### src/rtl/uart_pkg.sv
// Shared types and constants for the configurable UART transmitter.
package uart_pkg;

  // FSM state encoding used by uart_tx_cfg.
  typedef enum logic [2:0] {
    ST_IDLE   = 3'd0,
    ST_START  = 3'd1,
    ST_DATA   = 3'd2,
    ST_PARITY = 3'd3,
    ST_STOP   = 3'd4
  } tx_state_e;

  // Values of PAR_TYP.
  localparam logic PAR_EVEN = 1'b0;
  localparam logic PAR_ODD  = 1'b1;

  // Stop-bit count selector values of STOP2.
  localparam logic STOP_ONE = 1'b0;
  localparam logic STOP_TWO = 1'b1;

endpackage

### src/rtl/uart_tx_baud_cnt.sv
// Bit-period timer: a down-counter that is loaded with (period-1) when a frame
// is accepted and reloads from the latched period on every terminal count.
// bit_end marks the last cycle of each bit while the transmitter is running.
module uart_tx_baud_cnt #(
  parameter int PRESC_W = 6
) (
  input  logic               CLK,
  input  logic               RST,
  input  logic               load,
  input  logic               run,
  input  logic [PRESC_W-1:0] period,
  output logic               bit_end
);

  logic [PRESC_W-1:0] period_q;
  logic [PRESC_W-1:0] cnt_q;

  // Terminal count reached while a frame is active.
  assign bit_end = run && (cnt_q == '0);

  // Latch the period on load, then count down and reload at terminal count.
  always_ff @(posedge CLK or negedge RST) begin
    if (!RST) begin
      period_q <= '0;
      cnt_q    <= '0;
    end else if (load) begin
      period_q <= period;
      cnt_q    <= period - PRESC_W'(1);
    end else if (run) begin
      if (cnt_q == '0) begin
        cnt_q <= period_q - PRESC_W'(1);
      end else begin
        cnt_q <= cnt_q - PRESC_W'(1);
      end
    end
  end

endmodule

### src/rtl/uart_tx_cfg.sv
// Configurable UART transmitter: start bit, LSB-first payload, optional
// parity, one or two stop bits. All outputs are registered.
//
// state     | meaning
// ----------+---------------------------------------------------------
// ST_IDLE   | line high, waiting for DATA_VALID
// ST_START  | driving the start bit (0)
// ST_DATA   | driving payload bit bit_idx_q
// ST_PARITY | driving the parity bit (only when latched PAR_EN=1)
// ST_STOP   | driving stop bit(s) (1); stop_idx_q counts them
module uart_tx_cfg
  import uart_pkg::*;
#(
  parameter int DATA_WIDTH = 8,
  parameter int PRESC_W    = 6
) (
  input  logic                  CLK,
  input  logic                  RST,
  input  logic [DATA_WIDTH-1:0] P_DATA,
  input  logic                  DATA_VALID,
  input  logic                  PAR_EN,
  input  logic                  PAR_TYP,
  input  logic                  STOP2,
  input  logic [PRESC_W-1:0]    PRESCALE,
  output logic                  TX_OUT,
  output logic                  BUSY,
  output logic                  DONE
);

  localparam int IDX_W = $clog2(DATA_WIDTH);
  localparam logic [IDX_W-1:0] LAST_IDX = IDX_W'(DATA_WIDTH - 1);

  tx_state_e state_q;
  tx_state_e state_nxt;

  logic [DATA_WIDTH-1:0] data_q;
  logic                  par_en_q;
  logic                  par_typ_q;
  logic                  stop2_q;
  logic [IDX_W-1:0]      bit_idx_q;
  logic [IDX_W-1:0]      bit_idx_nxt;
  logic                  stop_idx_q;
  logic                  stop_idx_nxt;

  logic                  accept;
  logic                  bit_end;
  logic                  par_bit;
  logic [PRESC_W-1:0]    presc_eff;

  logic                  tx_d;
  logic                  busy_d;
  logic                  done_d;

  // A prescale of zero behaves like one cycle per bit.
  assign presc_eff = (PRESCALE == '0) ? PRESC_W'(1) : PRESCALE;

  // BUSY is always low in IDLE; it is kept in the term so the acceptance
  // condition reads exactly as the handshake is defined.
  assign accept = (state_q == ST_IDLE) && DATA_VALID && !BUSY;

  // Even parity is the XOR of the payload; odd parity is its inverse.
  assign par_bit = (par_typ_q == PAR_ODD) ? ~(^data_q) : (^data_q);

  uart_tx_baud_cnt #(
    .PRESC_W (PRESC_W)
  ) u_baud_cnt (
    .CLK     (CLK),
    .RST     (RST),
    .load    (accept),
    .run     (state_q != ST_IDLE),
    .period  (presc_eff),
    .bit_end (bit_end)
  );

  // State register.
  always_ff @(posedge CLK or negedge RST) begin
    if (!RST) begin
      state_q <= ST_IDLE;
    end else begin
      state_q <= state_nxt;
    end
  end

  // Next-state logic; every transition except acceptance waits for bit_end.
  always_comb begin
    state_nxt = state_q;
    unique case (state_q)
      ST_IDLE: begin
        if (accept) state_nxt = ST_START;
      end
      ST_START: begin
        if (bit_end) state_nxt = ST_DATA;
      end
      ST_DATA: begin
        if (bit_end && (bit_idx_q == LAST_IDX)) begin
          state_nxt = par_en_q ? ST_PARITY : ST_STOP;
        end
      end
      ST_PARITY: begin
        if (bit_end) state_nxt = ST_STOP;
      end
      ST_STOP: begin
        if (bit_end && (stop_idx_q == stop2_q)) state_nxt = ST_IDLE;
      end
      default: state_nxt = ST_IDLE;
    endcase
  end

  // Next values of the bit-index and stop-bit counters, shared by the
  // counter registers and the output decode so TX_OUT can be registered.
  always_comb begin
    bit_idx_nxt  = bit_idx_q;
    stop_idx_nxt = stop_idx_q;
    if (accept) begin
      bit_idx_nxt  = '0;
      stop_idx_nxt = 1'b0;
    end else if (bit_end) begin
      if ((state_q == ST_DATA) && (bit_idx_q != LAST_IDX)) begin
        bit_idx_nxt = bit_idx_q + IDX_W'(1);
      end
      if (state_q == ST_STOP) begin
        stop_idx_nxt = 1'b1;
      end
    end
  end

  // Output decode from the next state, so outputs change with the state.
  always_comb begin
    tx_d   = 1'b1;
    busy_d = (state_nxt != ST_IDLE);
    done_d = (state_q == ST_STOP) && (state_nxt == ST_IDLE);
    unique case (state_nxt)
      ST_IDLE:   tx_d = 1'b1;
      ST_START:  tx_d = 1'b0;
      ST_DATA:   tx_d = data_q[bit_idx_nxt];
      ST_PARITY: tx_d = par_bit;
      ST_STOP:   tx_d = 1'b1;
      default:   tx_d = 1'b1;
    endcase
  end

  // Registered outputs; reset drives the line to idle immediately.
  always_ff @(posedge CLK or negedge RST) begin
    if (!RST) begin
      TX_OUT <= 1'b1;
      BUSY   <= 1'b0;
      DONE   <= 1'b0;
    end else begin
      TX_OUT <= tx_d;
      BUSY   <= busy_d;
      DONE   <= done_d;
    end
  end

  // Frame configuration latched on acceptance; ignored inputs mid-frame.
  always_ff @(posedge CLK or negedge RST) begin
    if (!RST) begin
      data_q    <= '0;
      par_en_q  <= 1'b0;
      par_typ_q <= PAR_EVEN;
      stop2_q   <= STOP_ONE;
    end else if (accept) begin
      data_q    <= P_DATA;
      par_en_q  <= PAR_EN;
      par_typ_q <= PAR_TYP;
      stop2_q   <= STOP2;
    end
  end

  // Bit-index and stop-bit counters.
  always_ff @(posedge CLK or negedge RST) begin
    if (!RST) begin
      bit_idx_q  <= '0;
      stop_idx_q <= 1'b0;
    end else begin
      bit_idx_q  <= bit_idx_nxt;
      stop_idx_q <= stop_idx_nxt;
    end
  end

endmodule

### config.mk
export PLATFORM = sky130hd
export DESIGN_NAME = uart_tx_cfg
export DESIGN_NICKNAME = d
export VERILOG_FILES = /design/src/rtl/uart_pkg.sv /design/src/rtl/uart_tx_baud_cnt.sv /design/src/rtl/uart_tx_cfg.sv
export SDC_FILE = /design/constraint.sdc
export NUM_CORES = 1
export LEC_CHECK = 0
export BUFFER_PORTS_ARGS = -buffer_cell sky130_fd_sc_hd__buf_4
export CORE_MARGIN = 1
export CORE_UTILIZATION = 62
export CTS_BUF_LIST = sky130_fd_sc_hd__clkbuf_16
export CTS_CLUSTER_SIZE = 16
export DETAILED_ROUTE_END_ITERATION = 7
export MAX_ROUTING_LAYER = met4
export PLACE_DENSITY = 0.89
export SLEW_MARGIN = 10
export SYNTH_ARGS = -nofsm -noshare
export SYNTH_HDL_FRONTEND = slang
export SYNTH_SLANG_ARGS = --single-unit
### constraint.sdc
create_clock -name CLK -period 7.2 [get_ports CLK]
set_clock_uncertainty 0.15 [all_clocks]
set_input_delay 1.44 -clock CLK [delete_from_list [all_inputs] [get_ports CLK]]
set_output_delay 1.44 -clock CLK [all_outputs]
set_load 0.01 [all_outputs]
==> impl_metrics.toml, run 1 <==
[logic_synthesis]
synthesis.area_um2 = 1938
synth-seq-cells = 33
synth_top_area_share = 0.4132
synth_nets = 232
yosysWarnings = 0
synth_area_per_cell_um2 = 9.273
synth_top_cell_by_area = "dfrtp_1"
synthTopCellsByArea = "dfrtp_1 41%, nand2_1 10%, xnor2_1 4.1%, nor2_1 2.9%, mux2i_1 2.6%"
ys_seq_area_frac = 0.4267
syn_inst = 209
ys_types = 47

[routing]
ant_nets = 0
post_drt_wl_per_cell_um = 17.16
vias = 1669
finalWirelength_um = 4480
drc = 2
drt-pass1-iter-count = 6
drtIter0Drc = 115
viasPerCell = 6.395

[clock_network]
post-cts-setup-buffers = 0
cts_sinks = 33
clock_latency_ns = 0.27
clock_path_buffers = 2
cts.htree.levels = 2
cts_inserted_buffers = 5
cts_resized = 0
clk_pin_slew_ns = 0.05
cts_root_buffer = "clkbuf_16"
hold_buffers = 0
cts_tree = "done"

[sta]
finalSetupViolCount = 0
slew_headroom = 0.4423
finalWorstSetupSlack_ns = 3.422
finalMaxSlewViolations = 0
rsz0062_at_grt = "false"
fmax_mhz = 264.7
period_needed_ns = 3.778
fin_setup_tns_ns = 0
tightestPinTransition_ns = 0.8304
fin_crit_sh = 0.5247
finalHoldViolCount = 0

[global_route]
grt_overflow_total = 0
grt_pass1_wl_um = 7610
antenna_found_initial = 0
grt_pass1_vias = 1680
grt_max_degree = 34
grt.total_usage = 0.3094

[cells_and_area]
nFillCells = 207
synthToLayoutAreaGrowth_pct = 15.24
drive_gt1_frac = 0.1870
diodes = 0
final_nets = 252

[floorplan]
row_count = 19
fp.dieArea_um2 = 3354
die_h_um = 57.91
core_um2 = 2853
start_util = 0.6794
die_x_um = 57.91
io_pins = 23

[setup_path]
critical-path-top-delay-family = "simple AND/OR/NAND/NOR gates"
critPathArrivalTime_ns = 3.81
crit_path_max_incr_delay_ns = 0.56
critPathRequiredTime_ns = 7.23
critPathLaunchType = "input port"
critPathKind = "in2reg"
path_buf_inv = 1
slowest_stage = "or4_1"
crit_chain = "buf_4 > nor2b_1 > nand2_1 > a311o_1 > a221oi_2 > nor4_1 > or4_1"
cp-end-kind = "register"
critical_path.max_fanout = 21

[status]
outcome = "finished with violations"
violations = "design-rule violations"

[power_and_ir_drop]
power_frac_comb = 0.441
internal_power_uw = 604.5
p_leak_uw = 0.001010
p_per_area_nw_per_um2 = 455.4
ir_drop_v = 0.0002881
seqPwrFrac = 0.366
p_switching_uw = 412.6
p_clk_frac = 0.193
switching_share = 0.4056

[placed_design]
gp_congestion = 0.8601
post-place-ws_ns = 3.306
hpwl_um = 2924
io_buffers = 22

[run]
drv_cap = 0

[worst_hold_path]
hp-class = "reg2reg"
==> flip-flops by register name, indices dropped and copies added (netlist names) <==
name / flops
stop_idx_q: 1
bit_idx_q: 3
data_q: 8
par_typ_q: 1
TX_OUT: 1
u_baud_cnt.cnt_q: 6
stop2_q: 1
DONE: 1
state_q: 3
u_baud_cnt.period_q: 6
BUSY: 1
par_en_q: 1
==> cell usage in the layout, fill, tap and decap left out, types with 2 or more instances in the layout <==
master,instances
a2111oi_2,2
a21boi_0,5
a21oi_1,7
a221oi_1,2
a221oi_2,2
a311o_1,4
a31o_1,2
a31oi_1,4
buf_4,24
clkbuf_16,5
clkinv_2,2
dfrtp_1,32
ha_1,3
inv_1,2
mux2i_1,5
nand2_1,54
nand2b_1,2
nand3_1,3
nand4_1,2
nor2_1,15
nor2b_1,2
nor3_1,2
nor4b_1,2
o211ai_1,3
o21ai_0,4
o21ai_1,7
or3_1,2
xnor2_1,9
xor2_1,4
==> per-layer routing <==
metal	track usage	vias to the layer above	wire, um
li1	-	781	-
met1	0.3991	787	1841
met2	0.4844	87	2210
met3	0.06473	14	350
met4	0.1122	0	77
met5	-	-	0
==> final cells by class <==
class	instances	area, um^2	area share
tap	31	38.79	0.01737
inverter	2	7.507	0.003361
sequential	33	827.0	0.3703
timing repair buffer	24	180.2	0.08067
multi-input combinational	163	1041	0.4661
clock buffer	5	125.1	0.05602
clock inverter	3	13.76	0.006162
==> synth_stat cells, drive strengths merged <==
cell     count
o21ai       11
and3         2
o221ai       2
dfrtp       32
inv          2
nand2b       2
clkbuf       4
a21oi        7
a22oi        1
a2111oi      2
or3          2
o211ai       3
xor2         4
nor3         3
or4          1
nor2        15
xnor2        9
nand4b       1
a311o        4
ha           3
o21a         1
nand4        2
nand3        3
a31oi        4
a21boi       5
nor3b        1
nor2b        2
nor4b        3
nor4         2
buf          7
and4         1
a31o         2
dfstp        1
nand2       54
nand3b       1
mux2i        6
a221oi       4
==> worst reg2reg max path, cell delays in order, from the launching register on <==
cell      delay, ns
dfrtp_1        0.51
ha_1           0.28
ha_1           0.24
nor4b_4        0.47
and3_4         0.37
mux2i_2        0.37
inv_2          0.09
a221oi_1       0.22
nor4_1         0.10
or4_1          0.56
==> through the flow <==
stage | hold WS, ns | utilization | total power [uW] | cell area [um^2] | instances
2_1_floorplan | 0.2954 | - | 704.6 | 1938 | 209
3_3_place_gp | 0.3175 | 0.7342 | 784.1 | 2095 | 253
3_5_place_dp | 0.3310 | 0.7342 | 803.5 | 2095 | 253
4_1_cts | 0.3431 | 0.7829 | 1013 | 2233 | 261
5_1_grt | 0.3633 | 0.7829 | 1086 | 2233 | 261
6_report | 0.3443 | 0.7829 | 1017 | 2233 | 261
==> logic make-up (layout without fill, tap and decap cells) <==
| family | after synthesis | after routing | share of synthesized area |
|---|---|---|---|
| compound gates | 46 | 46 | 0.1801 |
| simple gates | 95 | 95 | 0.2460 |
| xor+xnor | 13 | 13 | 0.05875 |
| flops | 33 | 33 | 0.4267 |
| fa+ha+maj | 3 | 3 | 0.01937 |
| buf+inv | 13 | 34 | 0.03614 |
| mux | 6 | 6 | 0.03292 |
==> power groups by stage <==
| stage | clock network (uW) | registers (uW) | logic (uW) |
|---|---|---|---|
| final | 196 | 373 | 448 |
| after global routing | 205 | 382 | 499 |
| after CTS | 198 | 370 | 445 |
| after detailed placement | 0 | 371 | 433 |
| after global placement | 0 | 367 | 417 |
| after floorplan | 0 | 332 | 373 |
==> path summary, 6_finish.rpt <==
kind	startpoint	endpoint	slack [ns]	cells after the start
worst max-delay path	DATA_VALID	TX_OUT	3.42	7
worst min-delay path	u_baud_cnt.period_q[3]	u_baud_cnt.period_q[3]	0.34	2
worst max register to register	bit_idx_q[0]	TX_OUT	3.74	9
worst min register to register	u_baud_cnt.period_q[3]	u_baud_cnt.period_q[3]	0.34	2
max in group asynchronous	RST	TX_OUT	5.62	1
min in group asynchronous	RST	u_baud_cnt.cnt_q[4]	0.95	1
Power figures use the tool's default switching activity.
==> run 2, diff against run 1 <==
--- a/config.mk
+++ b/config.mk
@@ -7,12 +7,12 @@
 export LEC_CHECK = 0
 export BUFFER_PORTS_ARGS = -buffer_cell sky130_fd_sc_hd__buf_4
 export CORE_MARGIN = 1
-export CORE_UTILIZATION = 62
+export CORE_UTILIZATION = 57
 export CTS_BUF_LIST = sky130_fd_sc_hd__clkbuf_16
 export CTS_CLUSTER_SIZE = 16
 export DETAILED_ROUTE_END_ITERATION = 7
 export MAX_ROUTING_LAYER = met4
-export PLACE_DENSITY = 0.89
+export PLACE_DENSITY = 0.83
 export SLEW_MARGIN = 10
 export SYNTH_ARGS = -nofsm -noshare
 export SYNTH_HDL_FRONTEND = slang
==> constraint.sdc (replaced) <==
create_clock -name CLK -period 3.7 [get_ports CLK]
set_clock_uncertainty 0.15 [all_clocks]
set_input_delay 0.74 -clock CLK [delete_from_list [all_inputs] [get_ports CLK]]
set_output_delay 0.74 -clock CLK [all_outputs]
set_load 0.01 [all_outputs]
==> run 2 against run 1 <==
  * The flow now finishes without violations
  * Clock-buffer cell count did not move
  * Sequential share of layout area shrank 0.59 points
  * Register-to-register slack lost 3.3 ns
  * Core utilization down 5.7 points
  * Largest power group unchanged
==> impl_metrics.toml, run 2 (synthesis gave the netlist of run 1 again) <==
[routing]
viasPerCell = 5.928
finalWirelength_um = 4489
vias = 1642
drtIter0Drc = 118
ant_nets = 0
drc = 0
post_drt_wl_per_cell_um = 16.21
drt-pass1-iter-count = 4

[power_and_ir_drop]
p_per_area_nw_per_um2 = 869.2
power_frac_comb = 0.437
internal_power_uw = 1180
switching_share = 0.4019
p_switching_uw = 793.0
p_clk_frac = 0.190
ir_drop_v = 0.0004227
p_leak_uw = 0.001028
seqPwrFrac = 0.373

[sta]
finalSetupViolCount = 0
finalHoldViolCount = 0
slew_headroom = 0.6040
tightestPinTransition_ns = 0.5878
period_needed_ns = 3.249
fin_setup_tns_ns = 0
finalWorstSetupSlack_ns = 0.4514
fin_crit_sh = 0.8780
rsz0062_at_grt = "false"
fmax_mhz = 307.8
finalMaxSlewViolations = 0

[clock_network]
post-cts-setup-buffers = 0
clock_latency_ns = 0.27
cts_sinks = 33
clock_path_buffers = 2
cts_resized = 0
cts_tree = "done"
cts.htree.levels = 2
clk_pin_slew_ns = 0.05
cts_root_buffer = "clkbuf_16"
hold_buffers = 0
cts_inserted_buffers = 5

[cells_and_area]
largest_reg_flops = 8
regMostFlops = "data_q"
layout_common_cells = "54 x nand2_1, 32 x dfrtp_1, 27 x buf_4"
final_nets = 255
final_common_cell = "nand2_1"
drive_gt1_frac = 0.1888
diodes = 0
nFillCells = 259
biggestRegsByFlops = "data_q: 8 flops, u_baud_cnt.cnt_q: 6 flops, u_baud_cnt.period_q: 6 flops"
synthToLayoutAreaGrowth_pct = 17.11

[setup_path]
critical_path.max_fanout = 11
critPathLaunchType = "register"
cp-end-kind = "register"
critPathKind = "reg2reg"
critPathArrivalTime_ns = 3.28
critPathRequiredTime_ns = 3.73

[global_route]
grt_pass1_vias = 1547
grt_max_degree = 34
grt_overflow_total = 0
grt_pass1_wl_um = 7458
grt.total_usage = 0.2982
antenna_found_initial = 0

[floorplan]
die_h_um = 60.31
start_util = 0.6196
row_count = 20
io_pins = 23
core_um2 = 3128
die_x_um = 60.31
fp.dieArea_um2 = 3637

[status]
outcome = "completed"

[run]
drv_cap = 0

[placed_design]
io_buffers = 22
gp_congestion = 0.8998
hpwl_um = 3151
post-place-ws_ns = 0.5032

[worst_hold_path]
hp-class = "in2async"
-- run 2: changes by cell type in the layout (fill, tap and decap cells not counted), sizes merged --
| cell | change |
|---|---|
| buf | +3 |
| clkinv | -2 |
| inv | +2 |
-- run 2: worst paths after layout --
check                                       start                endpoint  slack [ns]  cells past startpoint
max in group asynchronous                     RST                  TX_OUT        2.82                      1
max                                  bit_idx_q[0]                  TX_OUT        0.45                      9
min reg2reg                u_baud_cnt.period_q[1]  u_baud_cnt.period_q[1]        0.33                      2
min in group CLK           u_baud_cnt.period_q[1]  u_baud_cnt.period_q[1]        0.33                      2
max reg2reg                          bit_idx_q[0]                  TX_OUT        0.45                      9
min                                           RST  u_baud_cnt.period_q[4]        0.25                      1
-- run 2: power by group through the flow --
stage / sequential [uW] / combinational (uW) / clock [uW]
4_1_cts: 729 / 864 / 383
3_5_place_dp: 731 / 855 / 0
6_report: 735 / 863 / 375
5_1_grt: 752 / 970 / 396
2_1_floorplan: 646 / 725 / 0
3_3_place_gp: 728 / 845 / 0
-- run 2: routing by layer --
metal / part of all wire / wire (um) / track usage
met2: 0.49 / 2204 / 0.4521
met5: 0 / 0 / -
met4: 0.011 / 50 / 0.1362
met3: 0.044 / 196 / 0.03896
met1: 0.45 / 2038 / 0.3956
-- run 2: through the flow --
step / cell area (um^2) / hold slack [ns] / util / cells / power [uW]
6_report: 2270 / 0.2542 / 0.7256 / 277 / 1973
5_1_grt: 2270 / 0.2885 / 0.7256 / 277 / 2117
3_5_place_dp: 2133 / 0.3221 / 0.6820 / 269 / 1586
4_1_cts: 2270 / 0.2655 / 0.7256 / 277 / 1976
2_1_floorplan: 1938 / 0.2944 / - / 209 / 1371
3_3_place_gp: 2133 / 0.3127 / 0.6820 / 269 / 1573
-- run 2: final cells by class --
cell class	count	area, um^2	share of cell area
repair buffers	27	202.7	0.08931
flip-flops and latches	33	827.0	0.3644
well taps	44	55.05	0.02426
inverters	2	7.507	0.003308
clock buffers	5	125.1	0.05513
clock inverters	3	11.26	0.004961
multi-input cells	163	1041	0.4587
-- run 2: worst max-delay path, cell delays in order, from the launching register on --
cell and delay (ns):
dfrtp_1 0.51, ha_1 0.28, ha_1 0.23, nor4b_4 0.40, and3_4 0.35, mux2i_2 0.35, inv_2 0.08, a221oi_1 0.22
nor4b_1 0.09, or4_1 0.51
==> run 3, diff against run 2 <==
--- a/config.mk
+++ b/config.mk
@@ -6,14 +6,15 @@
 export NUM_CORES = 1
 export LEC_CHECK = 0
 export BUFFER_PORTS_ARGS = -buffer_cell sky130_fd_sc_hd__buf_4
-export CORE_MARGIN = 1
+export CORE_MARGIN = 3
 export CORE_UTILIZATION = 57
 export CTS_BUF_LIST = sky130_fd_sc_hd__clkbuf_16
 export CTS_CLUSTER_SIZE = 16
 export DETAILED_ROUTE_END_ITERATION = 7
 export MAX_ROUTING_LAYER = met4
-export PLACE_DENSITY = 0.83
+export PLACE_DENSITY = 0.89
 export SLEW_MARGIN = 10
 export SYNTH_ARGS = -nofsm -noshare
 export SYNTH_HDL_FRONTEND = slang
+export SYNTH_HIERARCHICAL = 1
 export SYNTH_SLANG_ARGS = --single-unit
==> run 3 against run 2 <==
  * Design area down 3.5%
  * Critical path type unchanged
  * Sequential share of layout area up 1.3 points
  * Critical endpoint is now u_baud_cnt/cnt_q[5]
  * Clock-buffer cell count unchanged
  * Register-to-register slack better by 0.18 ns
  * Largest cell class unchanged
  * Cell count down 4.0%
  * Total power down 12%
  * Sequential cell count unchanged
==> impl_metrics.toml, run 3 <==
[cells_and_area]
diodes = 0
final_common_cell = "nand2_1"
drive_gt1_frac = 0.2252
finalInstanceArea_um2 = 2191
nFillCells = 251
layout_common_cells = "40 x nand2_1, 32 x dfrtp_1, 23 x buf_4"
regMostFlops = "data_q"
largest_reg_flops = 8
synthToLayoutAreaGrowth_pct = 16.73
biggestRegsByFlops = "data_q: 8 flops, u_baud_cnt/cnt_q: 6 flops, u_baud_cnt/period_q: 6 flops"
final_nets = 244

[logic_synthesis]
synth_top_cell_by_area = "dfrtp_1"
async_flop_share = 1.000
ys_seq_area_frac = 0.4407
synth_area_per_cell_um2 = 9.291
synth_nets = 225
syn_inst = 202
synthTopCellsByArea = "dfrtp_1 43%, nand2_1 8.0%, xnor2_1 4.2%, mux2i_1 3.2%, mux2_2 3.0%"
yosysMostFrequentCell = "nand2_1"
ys_types = 54
synthFlopType = "dfrtp_1"
yosysWarnings = 6
synth_edf_count = 0
synth-seq-cells = 33
synth_top_area_share = 0.4267
synth_common_cells = "40 x nand2_1, 32 x dfrtp_1, 12 x nor2_1"
synthesis.area_um2 = 1877

[clock_network]
clk_pin_slew_ns = 0.05
cts.htree.levels = 2
post-cts-setup-buffers = 0
cts_sinks = 33
cts_root_buffer = "clkbuf_16"
cts_resized = 0
clock_path_buffers = 2
cts_inserted_buffers = 5
clock_latency_ns = 0.28
hold_buffers = 0
cts_tree = "done"

[status]
outcome = "completed"

[sta]
finalMaxSlewViolations = 0
finalSetupViolCount = 0
period_needed_ns = 3.072
fin_crit_sh = 0.8302
tightestPinTransition_ns = 0.4521
rsz0062_at_grt = "false"
finalHoldViolCount = 0
fmax_mhz = 325.6
slew_headroom = 0.6966
fin_setup_tns_ns = 0

[routing]
vias = 1476
drtIter0Drc = 122
ant_nets = 0
finalWirelength_um = 3707
drt-pass1-iter-count = 4
post_drt_wl_per_cell_um = 13.94
viasPerCell = 5.549
drc = 0

[power_and_ir_drop]
switching_share = 0.3566
p_clk_frac = 0.223
ir_drop_v = 0.0004059
fin_total_pwr_uw = 1740
p_per_area_nw_per_um2 = 794.2
power_frac_comb = 0.397
internal_power_uw = 1120
p_switching_uw = 620.4
seqPwrFrac = 0.381
p_leak_uw = 0.001033

[floorplan]
core_um2 = 3103
die_x_um = 63.38
row_count = 20
fp.dieArea_um2 = 4017
start_util = 0.6048
die_h_um = 63.38
io_pins = 23

[placed_design]
io_buffers = 22
hpwl_um = 2739
gp_congestion = 0.9320
place_area_um2 = 2051

[setup_path]
critPathKind = "reg2reg"
critPathArrivalTime_ns = 3.07
critical_path.max_fanout = 34
rrSetupSlack_ns = 0.63
cp-end-kind = "register"
critPathRequiredTime_ns = 3.70
r2r_cells = 9
critPathLaunchType = "register"

[global_route]
grt_pass1_vias = 1475
grt_overflow_total = 0
grt_pass1_wl_um = 6506
grt_max_degree = 35
grt.total_usage = 0.2131
antenna_found_initial = 0

[run]
drv_cap = 0

[worst_hold_path]
hp-class = "in2async"
==> run 3: changes by cell type in the layout (fill, tap and decap cells not counted), moves of 4 or more <==
cell	delta
inv_1	+7
o21ai_1	-6
buf_4	-4
mux2_2	+5
a311o_1	-4
or2_2	+4
nand2b_1	+4
nand2_1	-14
a21boi_0	-4
==> run 3: final timing paths <==
kind | endpoint | startpoint
setup / recovery | u_baud_cnt/cnt_q[5] | state_q[2]
hold / removal | state_q[2] | RST
setup reg to reg | u_baud_cnt/cnt_q[5] | state_q[2]
hold reg to reg | u_baud_cnt/period_q[5] | u_baud_cnt/period_q[5]
max in group asynchronous | TX_OUT | RST
min in group CLK | u_baud_cnt/period_q[5] | u_baud_cnt/period_q[5]
==> run 3: logic make-up (layout without fill, tap and decap cells) <==
group                    after synthesis  in the layout  share of synthesized area
AND/OR/NAND/NOR                       85             85                     0.2267
AO/OA/AOI/OAI                         38             38                     0.1480
flip-flops                            33             33                     0.4407
buffers and inverters                 20             40                    0.04666
XOR/XNOR                              12             12                    0.05600
multiplexers                          11             11                    0.06200
adder cells (fa/ha/maj)                3              3                    0.02000
==> run 3: final cells by class <==
class | instances | area (um^2) | share of cell area
inverter | 9 | 33.78 | 0.01542
sequential | 33 | 827.0 | 0.3775
clock inverter | 3 | 15.01 | 0.006853
clock buffer | 5 | 125.1 | 0.05711
timing repair buffer | 23 | 172.7 | 0.07881
multi-input combinational | 149 | 962.2 | 0.4392
tap | 44 | 55.05 | 0.02513
==> run 3: metal layers <==
metal / up-vias / share of wire / track usage
li1: 733 / - / -
met1: 689 / 0.43 / 0.2535
met2: 42 / 0.48 / 0.3377
met3: 12 / 0.058 / 0.06595
met4: 0 / 0.029 / 0.08356
met5: - / 0 / -
==> run 3: power by group through the flow <==
stage | Combinational (uW) | Sequential [uW] | Clock (uW)
after CTS | 697 | 661 | 395
after detailed placement | 693 | 666 | 0
after global routing | 777 | 684 | 414
after floorplan | 561 | 629 | 0
final | 690 | 662 | 387
after global placement | 676 | 656 | 0
==> run 3: worst max-delay path, cell delays in order, from the launching register on <==
cell	delay (ns)
dfrtp_1	0.45
or3_4	0.42
or3b_4	0.47
inv_1	0.25
buf_4	0.36
o21bai_1	0.16
a2111oi_0	0.11
nor4_1	0.33
xnor2_1	0.17
a21oi_1	0.08
==> run 3: metrics by stage <==
stage	hold slack (ns)	utilization	setup WS [ns]	instances
after floorplan	0.2934	-	0.3860	202
after global placement	0.3237	0.6609	0.7478	258
after detailed placement	0.3288	0.6609	0.6752	258
after CTS	0.2559	0.7060	0.6602	266
after global routing	0.2826	0.7060	0.4559	266
final	0.2404	0.7060	0.6283	266
